===== src/rtl/bio_ctrl.sv =====
// bio_ctrl: board I/O controller on the CPU I/O bus.
// Drives LEDs and eight 7-seg digits, samples switches and debounced keys,
// latches key presses and raises a maskable level interrupt.
// Optional macro BIO_HEX_EN: builds the hex register and 7-seg decoders;
// without it reg 1 reads 0 and hex_n stays blank.
module bio_ctrl #(
  parameter int NUM_LED    = 8,
  parameter int NUM_SW     = 8,
  parameter int NUM_KEY    = 3,
  parameter int DEB_CYCLES = 50000
) (
  input  logic               clk,
  input  logic               rst,
  input  logic               en,
  input  logic               wr,
  input  logic [1:0]         addr,
  input  logic [31:0]        data_in,
  output logic [31:0]        data_out,
  output logic               irq,
  output logic [NUM_LED-1:0] led,
  output logic [55:0]        hex_n,
  input  logic [NUM_SW-1:0]  sw,
  input  logic [NUM_KEY-1:0] key_n
);

  localparam int CW = $clog2(DEB_CYCLES + 1);
  localparam logic [CW-1:0] CNT_LAST = CW'(DEB_CYCLES - 1);

  logic                        wr_en;
  logic [NUM_LED-1:0]          led_q, led_d;
  logic [NUM_KEY-1:0]          ie_q, ie_d;
  logic [NUM_KEY-1:0]          flags_q, flags_d;
  logic                        irq_q, irq_d;
  logic [NUM_SW-1:0]           sw_s1_q, sw_s2_q;
  logic [NUM_KEY-1:0]          ks1_q, ks2_q;
  logic [NUM_KEY-1:0]          deb_q, deb_d;
  logic [NUM_KEY-1:0]          press;
  logic [NUM_KEY-1:0]          clr;
  logic [NUM_KEY-1:0][CW-1:0]  cnt_q, cnt_d;
  logic [31:0]                 hex_rd;
  logic                        unused_data;

  assign wr_en       = en & wr;
  assign unused_data = ^data_in;

  // Per-key debounce: count while sync input differs from deb, commit on the last count
  always_comb begin
    cnt_d = cnt_q;
    deb_d = deb_q;
    press = '0;
    for (int k = 0; k < NUM_KEY; k++) begin
      if (ks2_q[k] == deb_q[k]) begin
        cnt_d[k] = '0;
      end else if (cnt_q[k] == CNT_LAST) begin
        deb_d[k] = ks2_q[k];
        cnt_d[k] = '0;
        press[k] = ks2_q[k];
      end else begin
        cnt_d[k] = cnt_q[k] + 1'b1;
      end
    end
  end

  // Bus writes, sticky press flags (a same-cycle press beats W1C) and irq level
  always_comb begin
    led_d   = led_q;
    ie_d    = ie_q;
    clr     = '0;
    if (wr_en && addr == 2'd0) led_d = data_in[NUM_LED-1:0];
    if (wr_en && addr == 2'd3) ie_d  = data_in[NUM_KEY-1:0];
    if (wr_en && addr == 2'd2) clr   = data_in[NUM_KEY-1:0];
    flags_d = (flags_q & ~clr) | press;
    irq_d   = |(flags_q & ie_q);
  end

  // Control state, synchronisers and debouncers
  always_ff @(posedge clk or posedge rst) begin
    if (rst) begin
      led_q   <= '0;
      ie_q    <= '0;
      flags_q <= '0;
      irq_q   <= 1'b0;
      sw_s1_q <= '0;
      sw_s2_q <= '0;
      ks1_q   <= '0;
      ks2_q   <= '0;
      deb_q   <= '0;
      cnt_q   <= '0;
    end else begin
      led_q   <= led_d;
      ie_q    <= ie_d;
      flags_q <= flags_d;
      irq_q   <= irq_d;
      sw_s1_q <= sw;
      sw_s2_q <= sw_s1_q;
      ks1_q   <= ~key_n;
      ks2_q   <= ks1_q;
      deb_q   <= deb_d;
      cnt_q   <= cnt_d;
    end
  end

`ifdef BIO_HEX_EN
  logic [31:0] hex_q, hex_d;
  logic        hex_vld_q, hex_vld_d;
  logic [55:0] hex_n_q, hex_n_d;

  // Active-low segments {g,f,e,d,c,b,a}
  function automatic logic [6:0] seg7(input logic [3:0] v);
    case (v)
      4'h0: seg7 = 7'b1000000;  4'h1: seg7 = 7'b1111001;
      4'h2: seg7 = 7'b0100100;  4'h3: seg7 = 7'b0110000;
      4'h4: seg7 = 7'b0011001;  4'h5: seg7 = 7'b0010010;
      4'h6: seg7 = 7'b0000010;  4'h7: seg7 = 7'b1111000;
      4'h8: seg7 = 7'b0000000;  4'h9: seg7 = 7'b0010000;
      4'hA: seg7 = 7'b0001000;  4'hB: seg7 = 7'b0000011;
      4'hC: seg7 = 7'b1000110;  4'hD: seg7 = 7'b0100001;
      4'hE: seg7 = 7'b0000110;  default: seg7 = 7'b0001110;
    endcase
  endfunction

  // Hex register; decode from next value so the pattern lands with the write
  always_comb begin
    hex_d     = hex_q;
    hex_vld_d = hex_vld_q;
    if (wr_en && addr == 2'd1) begin
      hex_d     = data_in;
      hex_vld_d = 1'b1;
    end
    hex_n_d = '1;
    if (hex_vld_d) begin
      for (int d = 0; d < 8; d++) hex_n_d[7*d +: 7] = seg7(hex_d[4*d +: 4]);
    end
  end

  // Hex state; hex_vld holds the display blank until the first write
  always_ff @(posedge clk or posedge rst) begin
    if (rst) begin
      hex_q     <= '0;
      hex_vld_q <= 1'b0;
      hex_n_q   <= '1;
    end else begin
      hex_q     <= hex_d;
      hex_vld_q <= hex_vld_d;
      hex_n_q   <= hex_n_d;
    end
  end

  assign hex_rd = hex_q;
  assign hex_n  = hex_n_q;
`else
  assign hex_rd = '0;
  assign hex_n  = '1;
`endif

  // Read mux, combinational from addr, unused bits zero
  always_comb begin
    data_out = '0;
    case (addr)
      2'd0: begin
        data_out[NUM_SW-1:0]    = sw_s2_q;
        data_out[16 +: NUM_KEY] = deb_q;
      end
      2'd1:    data_out                = hex_rd;
      2'd2:    data_out[NUM_KEY-1:0]   = flags_q;
      default: data_out[NUM_KEY-1:0]   = ie_q;
    endcase
  end

  assign led = led_q;
  assign irq = irq_q;

endmodule


===== config.mk =====
export PLATFORM = sky130hd
export DESIGN_NAME = bio_ctrl
export DESIGN_NICKNAME = d
export VERILOG_FILES = /design/src/rtl/bio_ctrl.sv
export SDC_FILE = /design/constraint.sdc
export NUM_CORES = 1
export LEC_CHECK = 0
export ABC_AREA = 1
export CORE_MARGIN = 4
export CORE_UTILIZATION = 47
export CTS_CLUSTER_SIZE = 8
export DETAILED_ROUTE_END_ITERATION = 8
export PLACE_DENSITY = 0.88
export SLEW_MARGIN = 20
export SYNTH_ARGS = -nofsm -noshare
export SYNTH_HDL_FRONTEND = slang
export SYNTH_SLANG_ARGS = --single-unit

===== constraint.sdc =====
create_clock -name clk -period 3.5 [get_ports clk]
set_input_delay 0.7 -clock clk [delete_from_list [all_inputs] [get_ports clk]]
set_output_delay 0.7 -clock clk [all_outputs]
set_load 0.01 [all_outputs]

==> results <==
- In this design, the stage delay of the slowest critical-path cell is about 0.57 ns.
- The worst pin sits at a relative slew slack of between 50 and 60%.
- The first-pass GRT wire length is 14.75 mm.
- For this design, the sink count on the clock tree is 88.
- The netlist uses 26 different library cells.
- The worst setup path is captured at an output pin.
- In this run the post-CTS setup repair buffer count came out at 0.
- After detailed routing, the average wire length per cell comes to ~11 µm.
- At the later pin of the worst-skew pair, clock insertion delay measures between 0.3 and 0.4 ns.
- STA classifies the critical path startpoint as an input port.
- For this run the aggregate overflow at the end of global routing stands at 0.
- The maximum number of buffers from clock root to sink is 2.
- Yosys printed 0 warnings.
- The most numerous cell type found on the critical path is clkdlybuf4s50_1.
- In this run, CTS created clock tree buffers numbering 9.
- The number of top-level pins is about 150.
- The final layout contains ~700 nets.
- For this run, the share of the core covered by cells in the final layout is a little over half.
- The synthesized instance count is 598.
- The required time reported for the critical path endpoint is roughly 2.8 ns.
- The global routing usage on met1 is 20.01%.
- Using the TritonRoute via totals, the vias-per-cell ratio works out to roughly 4.6.
- The setup-violating endpoint count in the final report is 0.
- The remaining antenna violation count is 0.
- The global router's overall resource usage is 15.77%.
- The post-synthesis sequential area ratio is between 40 and 50%.
- The maximum number of pins on one net before global-route repair is 53.
- The run finished with clean final reports.
- The H-tree depth is 3.
- Among all stages on the critical path, the largest delay is contributed by clkdlybuf4s50_1.
- The number of cells on the worst reg-to-reg path is 6.
- The layout has roughly 920 filler cells.
- The arrival time of data at the critical path endpoint is 2.38 ns.
- In this run the critical register-to-register path is captured at cnt_q[8].
- Dividing the final minimum period by the clock period gives 88.10%.
- Across all layers, the routed design uses around 3,600 vias.
- The setup check on the worst reg-to-reg path leaves a slack of about 2 ns.
- The path type of the worst min-delay path is flip-flop to flip-flop.
- After clock tree synthesis, the repair step resized 0 gates.
- The routed design has just under 9 mm of wire.
- The die area is 11,730 µm².
- The detailed router finished its first iteration with roughly 180 violations.
- Setup repair after global routing left no endpoint under its margin.
- The initial cell density of the core is approximately half.
- The die width is between 100 and 150 µm.
- Detailed placement ended at an HPWL of a little under 7 mm.
- The floorplan step defined a core boundary enclosing 9774 µm².
- The number of endpoints with negative hold slack in the final report is 0.
- Clock skew on the completed layout was measured at between 0.015 and 0.02 ns.
- The weighted congestion reported at the end of routability-driven placement is between 0.9 and 1.
- The synthesized design contains 88 register bits.
- From synthesis to final layout, the design area changed by 10.66%.
- The number of pins exceeding their max-slew limit in the final report was 0.
- The total DRC errors in the routed layout is 0.
- The count of cells along the worst hold path is 0.
- The peak fanout along the critical path is 8.
- Power spread over the standard cell area amounts to roughly 380 nW/µm².
- The measured slew at the worst slew-check pin is between 0.6 and 0.7 ns.
- The via count of the first global-routing pass came to around 3,300.
- Static timing analysis puts the maximum clock frequency at roughly 320 MHz.
- The total of max-cap violations is 0.
- The worst setup path is of the input port to output pin kind.
- The fraction of final layout cells with drive strength greater than 1 is approximately 4.7%.
- The worst path needs between 3 and 4 ns of the cycle, external delays included.
- Input and output buffers added on the ports amount to 44.
- The tree is rooted in a clkbuf_8.
- In this run the critical register-to-register path is launched from cnt_q[0].
- The clock-pin slew reported for the worst setup and hold paths after clock tree synthesis is around 0.080 ns.
- For the final routed database, the setup TNS stands at 0 ns.
- The initial antenna violation count is 0.
- The routing usage on met2 is approximately a quarter.
- In this run the most critical hold path is launched from sw_s1_q[6].
- After global routing, the most crowded layer is met2.
- The worst-case hold path end point is sw_s2_q[6].
- After clock tree synthesis, the flow added hold-fix buffers numbering 0.
- The commonest non-fill, non-tap cell in the layout is nand2_1.
- The repair_antennas step left the layout with diodes totalling 0.
- A synthesized cell averages about 7.9 µm².
- The analysis attributes to cell leakage a power of between 0.002 and 0.003 µW.
- The first detailed-routing pass ran for 5 iterations.
- The initialized floorplan defines 36 standard-cell rows.
- The met3 global-route usage is approximately 4.6%.
- The clock tree from TritonCTS is done.
- In the layout the commonest cells are nand2_1 (119), nor2_1 (110), dfrtp_1 (88), inv_1 (80), conb_1 (77).
- IR analysis of the VDD net gives a maximum drop of roughly 230 µV.
- In this run the vertical extent of the chip is ~110 µm.
- Summing every instance area after synthesis gives roughly 4700 µm².
- Walking the worst path, the cells encountered are clkdlybuf4s50_1, nor2_4, inv_1, nor2_1, clkdlybuf4s50_1.
==> cell usage after synthesis <==
cell type / number / area [µm²]
nand2_2: 3 / 18.77
xnor2_1: 9 / 78.83
nand3_1: 35 / 175.2
dfrtp_1: 88 / 2202
nor3_1: 11 / 55.05
nand4_1: 10 / 62.56
xor2_1: 8 / 70.07
nand3_2: 1 / 10.01
o21ai_1: 1 / 5.000
o21ai_0: 18 / 90.09
inv_1: 81 / 304.0
a31oi_1: 1 / 6.260
nor2_4: 1 / 11.26
o211ai_1: 3 / 22.52
nor3_2: 2 / 20.02
mux2_2: 5 / 56.30
buf_4: 77 / 578.1
o21bai_1: 1 / 7.510
nor2_2: 2 / 12.51
nor2_1: 110 / 412.9
conb_1: 2 / 7.510
nand2_1: 119 / 446.7
ha_1: 3 / 37.54
buf_2: 1 / 5.000
a21oi_1: 5 / 25.02
nor3b_1: 1 / 7.510
==> kinds of logic after synthesis <==
group / after synthesis / share of synthesized area, %
AOI/OAI and AO/OA: 29 / 3.308
xor gates and xnor gates: 17 / 3.149
adders and majority gates: 3 / 0.7939
buffers and inverters: 159 / 18.76
DFF: 88 / 46.57
muxes: 5 / 1.191
other: 2 / 0.1588
and+or+nand+nor: 295 / 26.07
==> routing by layer <==
layer,part of all wire (%),up-vias
met5,0,-
met2,48,141
met3,8.2,22
met1,42,1665
li1,-,1798
met4,2.1,0
==> state kept, by name (all words and copies together), names as in the netlist <==
register / flops
ie_q: 3
sw_s1_q: 8
sw_s2_q: 8
ks1_q: 3
flags_q: 3
irq: 1
cnt_q: 48
led: 8
ks2_q: 3
deb_q: 3
==> critical path: cells and delay by family <==
kind / cells / cell delay (ns)
buffers and inverters: 3 / 1.28
and+or+nand+nor: 2 / 0.41
==> area by class of cell <==
class                           count  area (µm²)  area share [%]
Multi-Input combinational cell    426        1921           36.70
Sequential cell                    88        2202           42.09
Tap cell                          133       166.4           3.180
Inverter                           81       305.3           5.835
Clock buffer                       10       127.6           2.439
Clock inverter                      6       50.05          0.9565
Timing Repair Buffer               45       460.4           8.800
==> stage by stage <==
| step | power [µW] | std cells | setup WS [ns] | instance area [µm²] | hold WS, ns |
|---|---|---|---|---|---|
| after floorplan | 1317 | 673 | 0.5214 | 5010 | 0.3312 |
| after global placement | 1367 | 773 | 0.4013 | 5055 | 0.3332 |
| after detailed placement | 1375 | 773 | 0.3956 | 5055 | 0.3356 |
| after CTS | 2015 | 789 | 0.3935 | 5233 | 0.3548 |
| after global routing | 2096 | 789 | 0.3634 | 5233 | 0.3577 |
| final | 1988 | 789 | 0.4163 | 5233 | 0.3506 |
==> how the worst max path moves through the flow <==
stage                     slack [ns]    start  depth (start not counted)           end
after floorplan                 0.52      rst                          1      cnt_q[0]
after global placement          0.40  addr[0]                          5  data_out[17]
after detailed placement        0.40  addr[0]                          5  data_out[17]
after CTS                       0.39  addr[0]                          5  data_out[17]
after global routing            0.36  addr[0]                          5  data_out[17]
final                           0.42  addr[0]                          5  data_out[17]
==> where the power goes <==
group	switching (µW)	internal, µW	leakage, µW	total (µW)
sequential	30.7	1070	0.00115	1100
combinational	139	111	0.00129	249
clock	368	267	0.0000839	635
total	538	1450	0.00252	1990
Power figures use the tool's default switching activity.
